==> config.mk <==
export PLATFORM = sky130hd
export DESIGN_NAME = reg_file_sb
export DESIGN_NICKNAME = d
export VERILOG_FILES = /design/src/rtl/reg_file_pkg.sv /design/src/rtl/reg_file_sb_cell.sv /design/src/rtl/reg_file_sb.sv
export SDC_FILE = /design/constraint.sdc
export NUM_CORES = 1
export LEC_CHECK = 0
export ABC_CLOCK_PERIOD_IN_PS = 15300
export CORE_MARGIN = 5
export CORE_UTILIZATION = 35
export CTS_BUF_LIST = sky130_fd_sc_hd__clkbuf_8
export CTS_CLUSTER_DIAMETER = 80
export DETAILED_ROUTE_END_ITERATION = 8
export SYNTH_ARGS = -nofsm -noshare
export SYNTH_HDL_FRONTEND = slang
export SYNTH_SLANG_ARGS = --single-unit
==> constraint.sdc <==
create_clock -name Clk -period 15.3 [get_ports Clk]
set_clock_uncertainty 0.1 [all_clocks]
set_input_delay 2.295 -clock Clk [delete_from_list [all_inputs] [get_ports Clk]]
set_output_delay 2.295 -clock Clk [all_outputs]
set_load 0.02 [all_outputs]
==> src/rtl/reg_file_pkg.sv <==
// Shared types and default sizes for the scoreboarded register file.
// Latency: n/a (types only).
// Backpressure: n/a.
package reg_file_pkg;

    localparam int RF_WIDTH_DEF  = 32;
    localparam int RF_DEPTH_DEF  = 16;
    localparam int RF_ADDR_W_DEF = $clog2(RF_DEPTH_DEF);

    typedef logic [RF_ADDR_W_DEF-1:0] addr_t;
    typedef logic [RF_WIDTH_DEF-1:0]  word_t;

endpackage

==> src/rtl/reg_file_sb_cell.sv <==
// One WIDTH-bit storage word with load enable and asynchronous clear.
// Latency: Q updates on the rising Clk edge after LE=1.
// Backpressure: none; a load is always accepted.
module reg_cell #(
    parameter int WIDTH = 32
) (
    input  logic             Clk,
    input  logic             Clr,
    input  logic             LE,
    input  logic [WIDTH-1:0] D,
    output logic [WIDTH-1:0] Q
);

    logic [WIDTH-1:0] q_q;
    logic [WIDTH-1:0] q_d;

    // Hold the stored word unless loading.
    always_comb begin
        q_d = q_q;
        if (LE) begin
            q_d = D;
        end
    end

    // Storage flop, cleared immediately by Clr.
    always_ff @(posedge Clk or posedge Clr) begin
        if (Clr) begin
            q_q <= '0;
        end else begin
            q_q <= q_d;
        end
    end

    assign Q = q_q;

endmodule

==> src/rtl/reg_file_sb.sv <==
// Register file with 2 async read ports, 1 write port, per-register pending bits and a pending count.
// Latency: writes/reserves visible 1 cycle after the edge; with RF_BYPASS_EN a same-cycle write is forwarded to reads.
// Backpressure: none; every write and reserve is accepted (address-0 ones dropped when ZERO_R0=1).
module reg_file_sb
    import reg_file_pkg::*;
#(
    parameter int WIDTH   = RF_WIDTH_DEF,
    parameter int DEPTH   = RF_DEPTH_DEF,
    parameter int ZERO_R0 = 1,
    localparam int ADDR_W = $clog2(DEPTH)
) (
    input  logic              Clk,
    input  logic              Clr,
    input  logic              LE,
    input  logic [ADDR_W-1:0] WA,
    input  logic [WIDTH-1:0]  D,
    input  logic              RsvEn,
    input  logic [ADDR_W-1:0] RsvA,
    input  logic [ADDR_W-1:0] RA,
    input  logic [ADDR_W-1:0] RB,
    output logic [WIDTH-1:0]  QA,
    output logic [WIDTH-1:0]  QB,
    output logic              PA,
    output logic              PB,
    output logic [ADDR_W:0]   PCnt
);

    logic [WIDTH-1:0] reg_q [DEPTH];
    logic [DEPTH-1:0] pending_q;
    logic [DEPTH-1:0] pending_d;
    logic [ADDR_W:0]  pcnt_q;
    logic [ADDR_W:0]  pcnt_d;
    logic             wr_vld;
    logic             rsv_vld;
    logic             pend_rise;
    logic             pend_fall;

    // Writes and reserves to register 0 are discarded when it is hardwired to zero.
    assign wr_vld  = LE    && !((ZERO_R0 != 0) && (WA   == '0));
    assign rsv_vld = RsvEn && !((ZERO_R0 != 0) && (RsvA == '0));

    genvar gi;
    generate
        for (gi = 0; gi < DEPTH; gi++) begin : g_reg
            if ((gi == 0) && (ZERO_R0 != 0)) begin : g_zero
                assign reg_q[gi] = '0;
            end else begin : g_cell
                reg_cell #(.WIDTH(WIDTH)) u_cell (
                    .Clk (Clk),
                    .Clr (Clr),
                    .LE  (wr_vld && (WA == ADDR_W'(gi))),
                    .D   (D),
                    .Q   (reg_q[gi])
                );
            end
        end
    endgenerate

    // Next pending state: the retiring write clears, a reservation sets; the reservation
    // is applied last so a new producer on the same edge wins.
    always_comb begin
        pending_d = pending_q;
        if (wr_vld) begin
            pending_d[WA] = 1'b0;
        end
        if (rsv_vld) begin
            pending_d[RsvA] = 1'b1;
        end
    end

    // At most one bit can rise (one reserve) and one fall (one write) per edge,
    // so the count moves by the difference of two single-bit events.
    always_comb begin
        pend_rise = |(pending_d & ~pending_q);
        pend_fall = |(pending_q & ~pending_d);
        pcnt_d    = pcnt_q + {{ADDR_W{1'b0}}, pend_rise} - {{ADDR_W{1'b0}}, pend_fall};
    end

    // Scoreboard state, cleared immediately by Clr.
    always_ff @(posedge Clk or posedge Clr) begin
        if (Clr) begin
            pending_q <= '0;
            pcnt_q    <= '0;
        end else begin
            pending_q <= pending_d;
            pcnt_q    <= pcnt_d;
        end
    end

    assign PCnt = pcnt_q;

    // Read muxes; with bypass, a write in flight this cycle shows its post-edge value.
    always_comb begin
        QA = reg_q[RA];
        QB = reg_q[RB];
        PA = pending_q[RA];
        PB = pending_q[RB];
`ifdef RF_BYPASS_EN
        if (wr_vld && !Clr && (RA == WA)) begin
            QA = D;
            PA = RsvEn && (RsvA == WA);
        end
        if (wr_vld && !Clr && (RB == WA)) begin
            QB = D;
            PB = RsvEn && (RsvA == WA);
        end
`endif
    end

endmodule

Yosys cells after proc, flatten, opt, wreduce, memory -nomap -nowiden

Index checks and enable logic that the tools add are counted.

Logic and storage cells: 92
Output and inout port bits: 71
Register bits after elaboration: 501

Multiplexer cells: 16
$add $sub $neg: 2
Bitwise gates (word level): 9
Order comparisons: 8
Reductions and logical operators: 25
Eq/ne operators: 15

Operators by type and width:

| cell                                                               | count |
|---|---|
| binary-select mux 32 bit (select 4 bit)                            | 2 |
| 2-to-1 mux 32 bit                                                  | 4 |
| bitwise AND 16 bit                                                 | 3 |
| inverter 16 bit                                                    | 3 |
| equality test 4 bit (second input constant)                        | 8 |
| 2-to-1 mux 16 bit                                                  | 2 |
| OR reduction 16 bit                                                | 2 |
| less-than comparator 4 x 5 -> 1 bit (second input constant)        | 4 |
| logical AND 1 bit                                                  | 19 |
| equality test 4 x 3 -> 1 bit (second input constant)               | 4 |
| bitwise OR 16 bit                                                  | 1 |
| greater-or-equal comparator 5 bit (second input constant)          | 2 |
| inverter 4 -> 5 bit                                                | 2 |
| binary-select mux 1 bit (select 4 bit)                             | 2 |
| demux 1 bit (select 4 bit)                                         | 2 |
| equality test 4 x 2 -> 1 bit (second input constant)               | 2 |
| greater-or-equal comparator 4 x 1 -> 1 bit (second input constant) | 2 |
| zero test 4 bit                                                    | 2 |
| adder 5 x 1 -> 5 bit                                               | 1 |
| subtractor 5 x 1 -> 5 bit                                          | 1 |
| equality test 4 x 1 -> 1 bit (second input constant)               | 1 |
| 2-to-1 mux 1 bit                                                   | 4 |
| zero test 1 bit                                                    | 2 |

Longest topological paths before layout

Depth in word-level cells: 13
Gate-level depth with buffers: 16
Mapped depth without buffers: 14

Cells and area by module

Synthesis repeated with hierarchy kept, for this count alone.

Cell total of the unflattened synthesis: 1690
Area total of the unflattened synthesis: 29391.9 um^2

Modules (own cells, without submodules):

| module      | cells an instance | times used | area an instance (um^2) |
|---|---|---|---|
| reg_cell    | 69                | 15         | 1348.8 |
| reg_file_sb | 655               | 1          | 9160.0 |

Worst setup path after synthesis

OpenSTA, ideal clock, no wires.

Kind: input-to-output
Start point: input port RA[1]
End point: output port PA
Setup slack: 9007 ps
Cell stages on the path: 5
Required time: 12905 ps
Path buffers: 3
Data arrival time: 3898 ps
Path through: clkbuf_1 -> buf_2 -> clkbuf_1 -> mux4_2 -> mux4_2

Word-level cells in the longest chain between the ends: 2

Ends and longest elaborated chain:

| element                                | RTL line          | RTL |
|---|---|---|
| from (decl)                            | reg_file_sb.sv:19 | `input logic [ADDR_W-1:0] RA,` |
| binary-select mux 1 bit (select 4 bit) | reg_file_sb.sv:96 | `PA = pending_q[RA];` |
| 2-to-1 mux 1 bit (not written as such) | reg_file_sb.sv:96 |  |
| to (decl)                              | reg_file_sb.sv:23 | `output logic PA,` |

Every way passes these cells. The select of a mux whose other input is x is not followed.

Worst setup path after layout

Start point: input port RB[0]
End point: output port QB[31]

Word-level cells in the longest chain between the ends: 4

Ends and longest elaborated chain:

| element                                              | RTL line          | RTL |
|---|---|---|
| from (decl)                                          | reg_file_sb.sv:20 | `input logic [ADDR_W-1:0] RB,` |
| inverter 4 -> 5 bit (not written as such)            | reg_file_sb.sv:95 | `QB = reg_q[RB];` |
| binary-select mux 32 bit (select 4 bit)              | reg_file_sb.sv:95 |  |
| 2-to-1 mux 32 bit (not written as such) (2 in a row) | reg_file_sb.sv:95 |  |
| to (decl)                                            | reg_file_sb.sv:22 | `output logic [WIDTH-1:0] QB,` |

Every way passes these cells. The select of a mux whose other input is x is not followed.

==> summary.md <==
| Metric | Value |
|---|---|
| Routed wirelength normalized by instance count | 26.43 um |
| Buffer levels on the longest clock path | 3 |
| Clock buffer count from CTS | 88 |
| Pleak | 12.75 nW |
| Post-detail-place hpwl | 43,330 um |
| #FFs+latches synth | 501 |
| Fraction of synthesis flops using an asynchronous set or reset pin | 100.0% |
| Portion of synthesized cell area occupied by the leading cell type | 46.46% |
| CP Capture Type | primary output |
| Horizontal die dimension | 287.7 um |
| Number of DRC markers in iteration 0 | 1,171 |
| Total detailed-routing wirelength | 78,960 um |
| Placer's final routability congestion estimate | 0.8351 |
| Total die area | 82,750 um^2 |
| Fin. Hold Viols | 0 |
| Power Dens Cells | 137.9 nW/um^2 |
| Pin slew with the least headroom to its limit | 1.099 ns |
| CTS Root Cell | sky130_fd_sc_hd__clkbuf_8 |
| Largest stage delay, worst path | 0.68 ns |
| Required time of the worst setup path | 12.90 ns |
| Instance count of the mapped netlist | 1,824 |
| Die boundary height | 287.7 um |
| Proportion of synthesized chip area in sequential cells | 46.46% |
| Clk Latency, worst-skew pair | 0.65 ns |
| Critical path data arrival time | 6.08 ns |
| Maximum number of pins on one net before global-route repair | 182 |
| Number of design rule violations left after detail routing | 0 |
| Pins over their slew limit | 0 |
| Post-detailed-route count of antenna-violating nets | 0 |
| Clock transition at the register clock pins on the worst setup and hold paths after CTS | 0.06 ns |
| Fraction of final layout cells sized beyond drive strength 1 | 45.27% |
| Critical path buffers and inverters | 4 |
| Util after Layout | 40.42% |
| Yosys top cell by area | sky130_fd_sc_hd__dfrtp_1 |
| Number of warnings issued by yosys | 0 |
| Number of nets produced by synthesis | 1,882 |
| Accumulated negative setup slack | 0 ns |
| Post-synth EDFFs | 0 |
| Global route total overflow | 0 |
| Sequence of cells on the critical path | clkbuf_8 > buf_4 > buf_4 > mux4_2 > mux4_2 > clkdlybuf4s50_1 |
| Final count of negative-setup-slack endpoints | 0 |
| Placeable core region | 76,200 um^2 |
| Detailed Routing Iterations Pass 1 | 5 |
| Number of fillers in the final layout | 6,976 |
| Total design power | 0.004247 W |
| Max Fclk | 118.0 MHz |
| Top post-synthesis cells by area | sky130_fd_sc_hd__dfrtp_1, sky130_fd_sc_hd__mux4_2, sky130_fd_sc_hd__mux2_2 |
| Final period utilization | 55.40% |
| Via density | 5.669 |
| Netlist cell types | 44 |
| Most used cells in the layout excluding fill and tap cells | sky130_fd_sc_hd__dfrtp_1, sky130_fd_sc_hd__mux2_2, sky130_fd_sc_hd__mux4_2, sky130_fd_sc_hd__nand2_1, sky130_fd_sc_hd__clkbuf_8 |
| Number of violations of the max-capacitance limit | 0 |
| Post-layout instance area | 30,800 um^2 |
| Run status | finished clean |
| Via Count | 16,932 |
| Area of all sequential standard cells | 12,540 um^2 |
| Kind of cell adding the most delay to the critical path | buffers and inverters |
| First-pass GRT wire length | 120,500 um |
| Worst setup SP type | input port |
| Most frequent standard cell in the layout excluding fill and tap cells | sky130_fd_sc_hd__dfrtp_1 |
| Number of port buffers | 122 |
| Area occupied by multi-input gates | 13,640 um^2 |
| Crit Path Category | in -> out |
| Initial core utilization | 35.41% |
| CTS sink count | 501 |
| Class of the tightest hold or removal check | reg -> reg |
| Clock tree from TritonCTS | done |
| CTS Hold Buffers Added | 0 |
| Synth Cell Area | 26,980 um^2 |
| Antenna violations before repair | 5 |
| Placement Cell Area | 28,990 um^2 |
| Via count of the first global-routing pass | 18,728 |
| Clock period minus final worst setup slack | 8.476 ns |
| Setup repair after global routing missed its margin | false |
| Maximum fanout along the worst path | 65 |
| Max-slew headroom | 26.72% |
| Standard cell with the maximum stage delay on the critical path | sky130_fd_sc_hd__buf_4 |
| Number of buffers inserted by post-CTS setup repair | 0 |
| Area Growth Syn to Fin | 14.15% |
| Primary FF master, synth | sky130_fd_sc_hd__dfrtp_1 |
| H-tree level count | 3 |
| Highest ir drop seen on vdd | 0.05852 mV |
| Mean instance size in the synthesized netlist | 14.79 um^2 |
| Number of nets in the layout | 1,944 |
| GR Util All Layers | 19.26% |
| Number of gates resized after CTS | 0 |
| Standard-cell row count | 101 |
| I/O pins | 123 |
-- cell type report --
cell class | count | area share, %
sequential | 501 | 40.70
timing repair buffer | 155 | 4.793
tap | 1030 | 4.184
clock inverter | 43 | 0.6662
antenna | 2 | 0.01625
multi-input combinational | 1127 | 44.28
inverter | 13 | 0.1706
clock buffer | 116 | 5.183
-- through the flow --
stage	cells	hold WS (ns)	setup WS, ns
2_1_floorplan	1824	0.3413	6.107
3_3_place_gp	2826	0.2911	6.803
3_5_place_dp	2826	0.2890	6.782
4_1_cts	2985	0.3022	6.789
5_1_grt	2987	0.3159	6.592
6_report	2987	0.2948	6.824
-- worst paths after layout --
check,start,end,slack (ns),depth (start not counted)
setup / recovery,RB[0],QB[31],6.82,6
hold / removal,pending_q[0],pending_q[0],0.29,0
setup reg to reg,pending_q[12],PCnt[4],12.06,14
hold reg to reg,pending_q[0],pending_q[0],0.29,0
max in group asynchronous,Clr,g_reg[12].g_cell.u_cell.Q[12],9.68,5
min in group asynchronous,Clr,g_reg[8].g_cell.u_cell.Q[6],2.10,2
-- metal layers --
metal	share of wire, %	routed length [um]	up-vias	global-route usage [%]
li1	-	-	7087	-
met1	42	32840	9186	25.24
met2	49	39070	494	31.86
met3	5.7	4467	159	4.212
met4	3.2	2541	6	6.633
met5	0.052	41	-	0
-- worst reg2reg max path, stage by stage (launching register included) --
cell and delay [ns]:
sky130_fd_sc_hd__dfrtp_1 0.45, sky130_fd_sc_hd__nand2_1 0.11, sky130_fd_sc_hd__o22ai_1 0.09, sky130_fd_sc_hd__a211oi_1 0.25
sky130_fd_sc_hd__o2111ai_1 0.17, sky130_fd_sc_hd__or4_1 0.58, sky130_fd_sc_hd__ha_1 0.28, sky130_fd_sc_hd__inv_1 0.07
sky130_fd_sc_hd__ha_1 0.16, sky130_fd_sc_hd__inv_1 0.06, sky130_fd_sc_hd__fa_1 0.43, sky130_fd_sc_hd__inv_1 0.07
sky130_fd_sc_hd__a21o_1 0.11, sky130_fd_sc_hd__a21oi_1 0.08, sky130_fd_sc_hd__xnor2_1 0.12
-- kinds of logic (layout without fill, tap and decap cells) --
family,Yosys count,after routing,synth area share [%]
mux,749,749,42.40
flops,501,501,46.46
simple gates,253,253,3.918
buf+inv,196,327,3.422
compound gates,115,115,3.362
fa+ha+maj,6,6,0.3061
xor+xnor,4,4,0.1298
other cells,0,2,0
-- sequential cells by signal, indices dropped and copies added, names as in the netlist --
| signal | count |
|---|---|
| PCnt | 5 |
| g.g_cell.u_cell.Q | 480 |
| pending_q | 16 |
-- power breakdown --
group	total (W)	switching [W]	internal (W)
sequential	0.00186	0.000228	0.00164
combinational	0.00113	0.000450	0.000682
clock	0.00125	0.000572	0.000678
total	0.00425	0.00125	0.00300
-- cell usage after synthesis (4+ instances only) --
cell and n:
sky130_fd_sc_hd__mux2_1 61, sky130_fd_sc_hd__nand2_1 207, sky130_fd_sc_hd__o211ai_1 7, sky130_fd_sc_hd__or3_1 4, sky130_fd_sc_hd__dfrtp_1 501, sky130_fd_sc_hd__clkbuf_1 79
sky130_fd_sc_hd__inv_1 13, sky130_fd_sc_hd__o31ai_1 6, sky130_fd_sc_hd__buf_1 18, sky130_fd_sc_hd__nand2b_1 4, sky130_fd_sc_hd__ha_1 5, sky130_fd_sc_hd__o21ai_0 16
sky130_fd_sc_hd__a22o_1 64, sky130_fd_sc_hd__xnor2_1 4, sky130_fd_sc_hd__nor3_1 4, sky130_fd_sc_hd__buf_2 72, sky130_fd_sc_hd__nor2_1 15, sky130_fd_sc_hd__nand3b_1 6
sky130_fd_sc_hd__mux2_2 420, sky130_fd_sc_hd__buf_6 12, sky130_fd_sc_hd__mux4_2 267
Power figures use the tool's default switching activity.
